## config.mk

```make
export PLATFORM = sky130hd
export DESIGN_NAME = adc_lane_packer_flat
export DESIGN_NICKNAME = d
export VERILOG_FILES = /design/src/rtl/adc_lane_packer_pkg.sv /design/src/rtl/adc_lane_packer_if.sv /design/src/rtl/adc_lane_packer_frame_counter.sv /design/src/rtl/adc_lane_packer.sv /design/src/flat_wrapper.sv
export SDC_FILE = /design/constraint.sdc
export NUM_CORES = 1
export LEC_CHECK = 0
export ABC_AREA = 1
export CORE_MARGIN = 2
export CORE_UTILIZATION = 40
export CTS_CLUSTER_SIZE = 16
export DETAILED_ROUTE_END_ITERATION = 8
export GPL_ROUTABILITY_DRIVEN = 0
export GPL_TIMING_DRIVEN = 0
export HOLD_SLACK_MARGIN = 0.03
export PLACE_DENSITY = 0.69
export SYNTH_ARGS = -nofsm -noshare
export SYNTH_HDL_FRONTEND = slang
export SYNTH_HIERARCHICAL = 1
export SYNTH_SLANG_ARGS = --single-unit
```

## constraint.sdc

```tcl
create_clock -name clk -period 1.35 [get_ports clk]
set_input_delay 0.135 -clock clk [delete_from_list [all_inputs] [get_ports clk]]
set_output_delay 0.135 -clock clk [all_outputs]
set_load 0.02 [all_outputs]
```

## src/rtl/adc_lane_packer_pkg.sv

```systemverilog
// adc_lane_packer_pkg: shared configuration defaults, derived word/frame
// sizes and constant helper functions for the ADC lane packer.
package adc_lane_packer_pkg;

  localparam int DIN_WIDTH_DEF = 8;
  localparam int IN_LANES_DEF  = 2;
  localparam int LANES_DEF     = 4;
  localparam int PFB_SIZE_DEF  = 64;

  // Beats per packed word and words per PFB frame for the default build.
  localparam int R           = LANES_DEF / IN_LANES_DEF;
  localparam int FRAME_WORDS = PFB_SIZE_DEF / LANES_DEF;

  // Bits needed to hold 0..value-1; never less than one so counters stay legal.
  function automatic int clog2(input int value);
    int width;
    width = 32'sd1;
    while ((32'sd1 << width) < value) begin
      width = width + 32'sd1;
    end
    return width;
  endfunction

  // Input beats that make one packed word.
  function automatic int calc_r(input int lanes, input int in_lanes);
    return (in_lanes > 32'sd0) ? (lanes / in_lanes) : 32'sd1;
  endfunction

  // Packed words that make one PFB frame.
  function automatic int calc_frame_words(input int pfb_size, input int lanes);
    return (lanes > 32'sd0) ? (pfb_size / lanes) : 32'sd1;
  endfunction

  // Legal geometry: whole beats per word and whole words per frame.
  function automatic bit cfg_ok(input int lanes, input int in_lanes, input int pfb_size);
    return (in_lanes > 32'sd0) && (lanes >= in_lanes) &&
           ((lanes % in_lanes) == 32'sd0) && (pfb_size >= lanes) &&
           ((pfb_size % lanes) == 32'sd0);
  endfunction

endpackage

```

## src/rtl/adc_lane_packer_if.sv

```systemverilog
// adc_lane_packer_if: ADC-side beat bus and PFB-side word bus of the packer.
// master = capture/consumer side, slave = the packer itself.
interface adc_lane_packer_if
  import adc_lane_packer_pkg::*;
#(
  parameter int DIN_WIDTH = DIN_WIDTH_DEF,
  parameter int IN_LANES  = IN_LANES_DEF,
  parameter int LANES     = LANES_DEF
);

  logic [IN_LANES*DIN_WIDTH-1:0] din;
  logic                          din_valid;
  logic                          sync_in;
  logic [LANES*DIN_WIDTH-1:0]    dout;
  logic                          dout_valid;
  logic                          sync_out;
  logic                          drop_flag;

  modport master (
    output din, din_valid, sync_in,
    input  dout, dout_valid, sync_out, drop_flag
  );

  modport slave (
    input  din, din_valid, sync_in,
    output dout, dout_valid, sync_out, drop_flag
  );

endinterface

```

## src/rtl/adc_lane_packer_frame_counter.sv

```systemverilog
// packer_frame_counter: word-in-frame counter, armed state and sync_out
// generation. With ADC_PACKER_PERIODIC_SYNC_EN defined, sync_out repeats at
// every frame start once armed; otherwise it fires once per accepted sync.
module packer_frame_counter
  import adc_lane_packer_pkg::*;
#(
  parameter int FRAME_LEN = FRAME_WORDS
) (
  input  logic clk,
  input  logic rst_n,
  input  logic sync_beat,
  input  logic word_done,
  output logic sync_out
);

  localparam int WW = clog2(FRAME_LEN);
  localparam logic [WW-1:0] LAST_WORD = WW'(FRAME_LEN - 1);

  logic [WW-1:0] wcnt_r;
  logic [WW-1:0] wcnt_cur_s;
  logic [WW-1:0] wcnt_inc_s;
  logic          armed_r;
  logic          first_r;
  logic          sync_next_s;
  logic          sync_out_r;

  // Index of the word being completed this cycle and its successor.
  always_comb begin
    wcnt_cur_s  = wcnt_r;
    wcnt_inc_s  = {WW{1'b0}};
    sync_next_s = 1'b0;
    if (sync_beat) begin
      wcnt_cur_s = {WW{1'b0}};
    end else begin
      wcnt_cur_s = wcnt_r;
    end
    if (wcnt_cur_s == LAST_WORD) begin
      wcnt_inc_s = {WW{1'b0}};
    end else begin
      wcnt_inc_s = wcnt_cur_s + WW'(1);
    end
`ifdef ADC_PACKER_PERIODIC_SYNC_EN
    sync_next_s = word_done &&
                  (sync_beat || (armed_r && (first_r || (wcnt_cur_s == {WW{1'b0}}))));
`else
    sync_next_s = word_done && (sync_beat || (armed_r && first_r));
`endif
  end

  // Frame position, arming and the registered frame-start strobe.
  always_ff @(posedge clk) begin
    if (!rst_n) begin
      wcnt_r     <= {WW{1'b0}};
      armed_r    <= 1'b0;
      first_r    <= 1'b0;
      sync_out_r <= 1'b0;
    end else begin
      sync_out_r <= sync_next_s;
      if (sync_beat) begin
        armed_r <= 1'b1;
      end
      if (word_done) begin
        wcnt_r  <= wcnt_inc_s;
        first_r <= 1'b0;
      end else if (sync_beat) begin
        wcnt_r  <= {WW{1'b0}};
        first_r <= 1'b1;
      end
    end
  end

  assign sync_out = sync_out_r;

endmodule

```

## src/rtl/adc_lane_packer.sv

```systemverilog
// adc_lane_packer: gearbox packing IN_LANES-sample beats into LANES-sample
// words (earliest sample in lane 0), optional offset-binary to two's
// complement conversion and PFB frame sync generation. Periodic frame sync
// is enabled by defining ADC_PACKER_PERIODIC_SYNC_EN.
module adc_lane_packer
  import adc_lane_packer_pkg::*;
#(
  parameter int DIN_WIDTH     = DIN_WIDTH_DEF,
  parameter int IN_LANES      = IN_LANES_DEF,
  parameter int LANES         = LANES_DEF,
  parameter int PFB_SIZE      = PFB_SIZE_DEF,
  parameter int OFFSET_BINARY = 0
) (
  input logic               clk,
  input logic               rst_n,
  adc_lane_packer_if.slave  bus
);

  localparam int BEATS     = calc_r(LANES, IN_LANES);
  localparam int FWORDS    = calc_frame_words(PFB_SIZE, LANES);
  localparam int BW        = clog2(BEATS);
  localparam int BEAT_BITS = IN_LANES * DIN_WIDTH;
  localparam int WORD_BITS = LANES * DIN_WIDTH;
  localparam logic [BW-1:0] LAST_SLOT = BW'(BEATS - 1);

  if (!cfg_ok(LANES, IN_LANES, PFB_SIZE)) begin : g_bad_cfg
    $error("adc_lane_packer: LANES must be a multiple of IN_LANES and PFB_SIZE a multiple of LANES");
  end

  if ((LANES == LANES_DEF) && (IN_LANES == IN_LANES_DEF) && (BEATS != R)) begin : g_bad_ratio
    $error("adc_lane_packer: beat ratio disagrees with package default");
  end

  logic [BEAT_BITS-1:0] beat_s;
  logic                 sync_beat_s;
  logic [BW-1:0]        slot_s;
  logic                 word_done_s;
  logic [WORD_BITS-1:0] word_s;
  logic [WORD_BITS-1:0] hold_r;
  logic [BW-1:0]        bcnt_r;
  logic [WORD_BITS-1:0] dout_r;
  logic                 dout_valid_r;
  logic                 drop_flag_r;
  logic                 sync_out_s;

  // Incoming samples, with each MSB flipped when the ADC is offset-binary.
  always_comb begin
    beat_s = bus.din;
    if (OFFSET_BINARY != 0) begin
      for (int k = 0; k < IN_LANES; k++) begin
        beat_s[DIN_WIDTH*k + DIN_WIDTH - 1] = ~bus.din[DIN_WIDTH*k + DIN_WIDTH - 1];
      end
    end else begin
      beat_s = bus.din;
    end
  end

  // Slot selection (sync restarts at slot 0) and the word including this beat.
  always_comb begin
    sync_beat_s = bus.din_valid & bus.sync_in;
    slot_s      = bcnt_r;
    if (sync_beat_s) begin
      slot_s = {BW{1'b0}};
    end else begin
      slot_s = bcnt_r;
    end
    word_done_s = bus.din_valid && (slot_s == LAST_SLOT);
    word_s      = hold_r;
    word_s[slot_s*BEAT_BITS +: BEAT_BITS] = beat_s;
  end

  // Holding register and beat counter; gaps freeze everything.
  always_ff @(posedge clk) begin
    if (!rst_n) begin
      hold_r <= {WORD_BITS{1'b0}};
      bcnt_r <= {BW{1'b0}};
    end else if (bus.din_valid) begin
      hold_r <= word_s;
      if (word_done_s) begin
        bcnt_r <= {BW{1'b0}};
      end else begin
        bcnt_r <= slot_s + BW'(1);
      end
    end
  end

  // Output word register, word strobe and sticky drop indicator.
  always_ff @(posedge clk) begin
    if (!rst_n) begin
      dout_r       <= {WORD_BITS{1'b0}};
      dout_valid_r <= 1'b0;
      drop_flag_r  <= 1'b0;
    end else begin
      dout_valid_r <= word_done_s;
      if (word_done_s) begin
        dout_r <= word_s;
      end
      if (sync_beat_s && (bcnt_r != {BW{1'b0}})) begin
        drop_flag_r <= 1'b1;
      end
    end
  end

  packer_frame_counter #(
    .FRAME_LEN (FWORDS)
  ) u_frame_counter (
    .clk       (clk),
    .rst_n     (rst_n),
    .sync_beat (sync_beat_s),
    .word_done (word_done_s),
    .sync_out  (sync_out_s)
  );

  assign bus.dout       = dout_r;
  assign bus.dout_valid = dout_valid_r;
  assign bus.drop_flag  = drop_flag_r;
  assign bus.sync_out   = sync_out_s;

endmodule
```

## src/flat_wrapper.sv

```systemverilog
// flat-port wrapper written by rule: the top's interface ports become plain ports
module adc_lane_packer_flat import adc_lane_packer_pkg::*;
#(
  parameter int DIN_WIDTH     = DIN_WIDTH_DEF,
  parameter int IN_LANES      = IN_LANES_DEF,
  parameter int LANES         = LANES_DEF,
  parameter int PFB_SIZE      = PFB_SIZE_DEF,
  parameter int OFFSET_BINARY = 0
)
  (clk, rst_n, bus_din, bus_din_valid, bus_sync_in, bus_dout, bus_dout_valid, bus_sync_out, bus_drop_flag);
  adc_lane_packer_if #(.DIN_WIDTH(DIN_WIDTH), .IN_LANES(IN_LANES), .LANES(LANES)) bus_i ();
  input logic clk;
  input logic rst_n;
  input wire logic [$bits(bus_i.din)-1:0] bus_din;
  input wire logic [$bits(bus_i.din_valid)-1:0] bus_din_valid;
  input wire logic [$bits(bus_i.sync_in)-1:0] bus_sync_in;
  output wire logic [$bits(bus_i.dout)-1:0] bus_dout;
  output wire logic [$bits(bus_i.dout_valid)-1:0] bus_dout_valid;
  output wire logic [$bits(bus_i.sync_out)-1:0] bus_sync_out;
  output wire logic [$bits(bus_i.drop_flag)-1:0] bus_drop_flag;
  assign bus_i.din = bus_din;
  assign bus_i.din_valid = bus_din_valid;
  assign bus_i.sync_in = bus_sync_in;
  assign bus_dout = bus_i.dout;
  assign bus_dout_valid = bus_i.dout_valid;
  assign bus_sync_out = bus_i.sync_out;
  assign bus_drop_flag = bus_i.drop_flag;
  adc_lane_packer #(.DIN_WIDTH(DIN_WIDTH), .IN_LANES(IN_LANES), .LANES(LANES), .PFB_SIZE(PFB_SIZE), .OFFSET_BINARY(OFFSET_BINARY)) u_core (.clk(clk), .rst_n(rst_n), .bus(bus_i));
endmodule
```

After elaboration in Yosys (flattened, before gate mapping) --
Cells that the tools add are included.
Cells by class: add/subtract/negate cells 2, shift operators 2, mux-type cells 3, bitwise operators 2, reduce and logical (&&, ||, !) cells 6
Operators with widths (count):
- $neg 5->34 | 1
- $shift 16x34->32 const A | 1
- $shiftx 16x34->32 | 1
- $bwmux 32 | 1
- $logic_and 1x1->1 | 4
- $mux 1 | 2
- $reduce_or 2->1 | 1
- $add 1x1->1 const B | 1
- $and 1x1->1 | 1
- $logic_or 1x1->1 | 1
- $not 1->1 | 1
Word-level totals: register bits 70, input bits 20, output and inout bits 35, logic and storage cells 23

Depth between registers and ports, before layout --
word-level depth 5, gate-level depth with buffers 6, depth with buffers taken out 5

Cells and area by module --
Netlist, hierarchy kept.
By module, submodules not included:
- adc_lane_packer | instances 1, cells an instance 239, area an instance 1830.5 sq um, seq. area each 1021.0 sq um
- packer_frame_counter | instances 1, cells an instance 9, area an instance 86.3 sq um, seq. area each 60.1 sq um

Worst setup path before layout --
OpenSTA, ideal clock, no wires.
path type flip-flop to flip-flop, from reg u_core.bcnt_r, to reg u_core.hold_r[5], library setup time 113 ps, data arrival time 919 ps, required time 1237 ps, path slack 319 ps, cell stages (with the launch flop) 7, buffers on the path 1, period minus slack after synthesis 1031 ps, cell sequence dfxtp_1 -> inv_1 -> o21ai_2 -> buf_2 -> nand2_1 -> nand2_1 -> nor2_1
Between the ends: longest elaborated chain between the ends 4, elaborated cells on any way between the ends 5, classes of those cells add/sub: 1; shift: 2; mux: 2
Ends and longest elaborated chain:
- start: declaration | line adc_lane_packer.sv:40 | logic [BW-1:0] bcnt_r;
- start signal: assignment | line adc_lane_packer.sv:76 | bcnt_r <= {BW{1'b0}};
- start signal: assignment | line adc_lane_packer.sv:80 | bcnt_r <= {BW{1'b0}};
- start signal: assignment | line adc_lane_packer.sv:82 | bcnt_r <= slot_s + BW'(1);
- $mux 1 * | line adc_lane_packer.sv:62 | if (sync_beat_s) begin
- $neg 5->34 * | line adc_lane_packer.sv:69 | word_s[slot_s*BEAT_BITS +: BEAT_BITS] = beat_s;
- $shiftx 16x34->32 / $shift 16x34->32 (equally long branches) | line adc_lane_packer.sv:69
- $bwmux 32 * | line adc_lane_packer.sv:69
- end signal: assignment | line adc_lane_packer.sv:75 | hold_r <= {WORD_BITS{1'b0}};
- end signal: assignment | line adc_lane_packer.sv:78 | hold_r <= word_s;
- end: declaration | line adc_lane_packer.sv:39 | logic [WORD_BITS-1:0] hold_r;
Every way passes the cells marked *; elsewhere a longest branch is shown, timed or not. A chain may end at the register's enable or synchronous reset.

==> summary.md <==
| Metric | Value |
|---|---|
| Final wirelength | 4120 um |
| R2r setup slk | about 0.2 ns |
| Die height | roughly 73 um |
| Switch share | 0.243 |
| Slew @ Worst Pin | 0.388 ns |
| Initial DRC count | 92 |
| Total grt overflow | 0 |
| Total Power | 2.83 mW |
| Worst VDD drop | ~0.58 mV |
| Reg2Reg Depth | 6 |
| Relative slew slack | 0.741 |
| Post-synthesis cell area | between 1500 and 2000 um2 |
| Synth unique cells | 16 |
| Routed Antenna Nets | 0 |
| Final instance area | roughly 2600 um2 |
| Crit path capture type | register |
| Setup TNS | 0 ns |
| Hold WS | 0.415 ns |
| Syn avg cell area | just under 8 um2 |
| Internal power | 2.14 mW |
| Number of fill cells | 472 |
| FF+latch area | 1080 um2 |
| Synth-to-layout area growth | 34.5% |
| Fin crit share | 0.915 |
| Site Rows | 25 |
| Setup bufs post-CTS | 0 |
| Worst R2R End | u_core/hold_r[13]$_SDFFE_PN0P_ |
| Final Hold Fails | 0 |
| Outcome | completed |
| Pins over their slew limit | 0 |
| Share of layout cells above drive strength 1 | 0.0809 |
| Slowest-stage cell, CP | clkdlybuf4s50_1 |
| Crit path kind | in2reg |
| FF+latch count, synth | 54 |
| Num ports | 55 |
| RSZ-0062 raised after global routing | no |
| Combinational share of power | 0.114 |
| Max_cap viols | 0 |
| DRC viols | 0 |
| First-pass DRT Iterations | 5 |
| Antenna diode count | 0 |
| Worst-path cell chain | clkdlybuf4s50_1, nand4_4, inv_2, buf_4, nand2_1, nand2_1 |
| Core Area | 4660 um2 |
| Root Driver | clkbuf_8 |
| PwrDens | 1100 nW/um2 |
| Worst Path Required | 1.60 ns |
| Sequential area share after synthesis | 0.564 |
| Critical path arrival | 1.48 ns |
| Synth warn | 6 |
| Dominant cells by area after synthesis | dfxtp_1 (56%), nand2_1 (13%), nand3_1 (8.6%) |
| Port Buffer Count | 54 |
| Min-Delay Path Class | in2reg |
| Most used cell, CP | nand2_1 |
| Fin crit period | roughly 1.2 ns |
| Lkg Pwr | 1.34 nW |
| Die Area | between 5000 and 6000 um2 |
| Origin of the worst setup path | rst_n |
| Initial antenna violation count | 0 |
| Final clock skew | 0.00435 ns |
| Area of the multi-input gates | 683 um2 |
| Total number of vias | 1675 |
| First-pass GRT wire length | between 6000 and 7000 um |
| Worst path max stage delay | 0.63 ns |
| Startpoint types | input pin |
| Via density | 4.61 |
| CTS Buf Count | 5 |
| Pin count of the biggest net entering global routing | 16 |
| Die width | 73.2 um |
| HPWL reported at the end of detailed placement | 3010 um |
| Dpl ws | -0.232 ns |
| Post-synth top area share | 0.564 |
| Total GRT Usage | 0.167 |
| Synth Instances | 248 |
| Worst Setup EP | u_core/bus.dout[25]$_SDFFE_PN0P_ |
| H-tree Lvls | 2 |
| # resized after CTS | 35 |
| Sequential fraction of design power | 0.594 |
| Worst-Skew Late Latency | 0.30 ns |
| Cell type with the largest total area after synthesis | dfxtp_1 |
| # clock sinks | 54 |
| CTS Buffer Depth | 2 |
| Post-synthesis net count | 268 |
| Number of global-route vias before repair | approximately 1500 |
| CTS tree | done |
| Net switching power | roughly 0.69 mW |
| Final setup margin | 0.114 ns |
| Fmax | slightly above 800 MHz |
| Setup violators final | 0 |
| Worst r2r src | u_core/bcnt_r$_SDFFE_PN0P_ |
| Crit Path Max Fanout | 10 |
| Initial core utilization | 0.411 |
| Per-cell routed wire length | 11.3 um |
| Layout net count | 329 |
| Clk pwr share | 0.292 |
| DP Area | between 2000 and 3000 um2 |
| CTS Hold Bufs | 0 |
| Clock-pin slew of the registers on the worst-case setup and hold paths | ~0.090 ns |
## how the worst min path moves through the flow
stage                                           startpoint                                     endpoint  slack, ns  cells after the start
4_1_cts                                         bus_din[5]             u_core/bus.dout[21]$_SDFFE_PN0P_       0.41                      3
3_3_place_gp   u_core/u_frame_counter/armed_r$_SDFFE_PN0P_  u_core/u_frame_counter/armed_r$_SDFFE_PN0P_       0.43                      2
2_1_floorplan                                   bus_din[0]             u_core/bus.dout[16]$_SDFFE_PN0P_       0.24                      2
6_report                                        bus_din[5]             u_core/bus.dout[21]$_SDFFE_PN0P_       0.41                      3
3_5_place_dp   u_core/u_frame_counter/armed_r$_SDFFE_PN0P_  u_core/u_frame_counter/armed_r$_SDFFE_PN0P_       0.43                      2
5_1_grt                                        bus_din[13]             u_core/bus.dout[29]$_SDFFE_PN0P_       0.43                      3
## synth_stat cells (all sizes together)
library cell,instances
nor2,35
dfxtp,54
nand3,33
nand4,1
nand2,65
o21ai,20
buf,14
o211a,1
o21a,1
inv,22
clkbuf,2
## final cells by class
type / count / area share
Sequential cell: 54 / 0.420
Buffer: 16 / 0.0340
Clock buffer: 5 / 0.0267
Tap cell: 54 / 0.0262
Inverter: 22 / 0.0320
Multi-Input combinational cell: 156 / 0.265
Clock inverter: 2 / 0.00388
Timing Repair Buffer: 54 / 0.193
## power groups by stage
stage	combinational [mW]	clock (mW)	sequential [mW]
finish	0.324	0.828	1.68
detailed placement	0.333	0	1.72
floorplan	0.154	0	1.75
global placement	0.333	0	1.72
CTS	0.320	0.864	1.68
global route	0.367	0.929	1.69
## cells in the final DEF (no fill, tap or decap), types with 2 or more instances in the layout
master | Yosys | final
dfxtp_1 | 54 | 53
buf_2 | 12 | 9
clkdlybuf4s50_1 | 0 | 19
nor2_1 | 35 | 35
clkbuf_8 | 0 | 5
dlygate4sd2_1 | 0 | 35
inv_1 | 21 | 21
nand3_1 | 33 | 33
nand2_1 | 65 | 65
clkbuf_4 | 0 | 3
clkinv_2 | 0 | 2
o21ai_0 | 18 | 18
## logic make-up after synthesis
logic type | count (synthesis) | share of synthesized area
simple gates | 134 | 0.289
buf+inv | 38 | 0.0842
flops | 54 | 0.564
compound gates | 22 | 0.0633
## per-stage QoR
step,cells,util
after floorplan,248,-
after global placement,356,0.542
after detailed placement,356,0.542
after CTS,363,0.549
after global routing,363,0.553
final,363,0.553
## sequential cells by signal, summed over array words and instances (netlist names)
register and cells:
u_core/bcnt_r 1, u_core/bus.dout_valid 1, u_core/u_frame_counter/armed_r 1, u_core/u_frame_counter/sync_out 1, u_core/u_frame_counter/first_r 1, u_core/bus.drop_flag 1
u_core/bus.dout 32, u_core/hold_r 16
## critical path, delay by kind of cell
family | cells | cell delay [ns]
buf+inv | 3 | 1.01
simple gates | 3 | 0.33
## routing by layer
| metal | up-vias | GRT usage | part of all wire |
|---|---|---|---|
| li1 | 894 | - | - |
| met1 | 744 | 0.231 | 0.52 |
| met3 | 2 | 0.0456 | 0.036 |
| met4 | 0 | 0.0679 | 0.010 |
| met5 | - | 0 | 0 |
| met2 | 35 | 0.246 | 0.44 |
(Power assumes the default switching activity.)
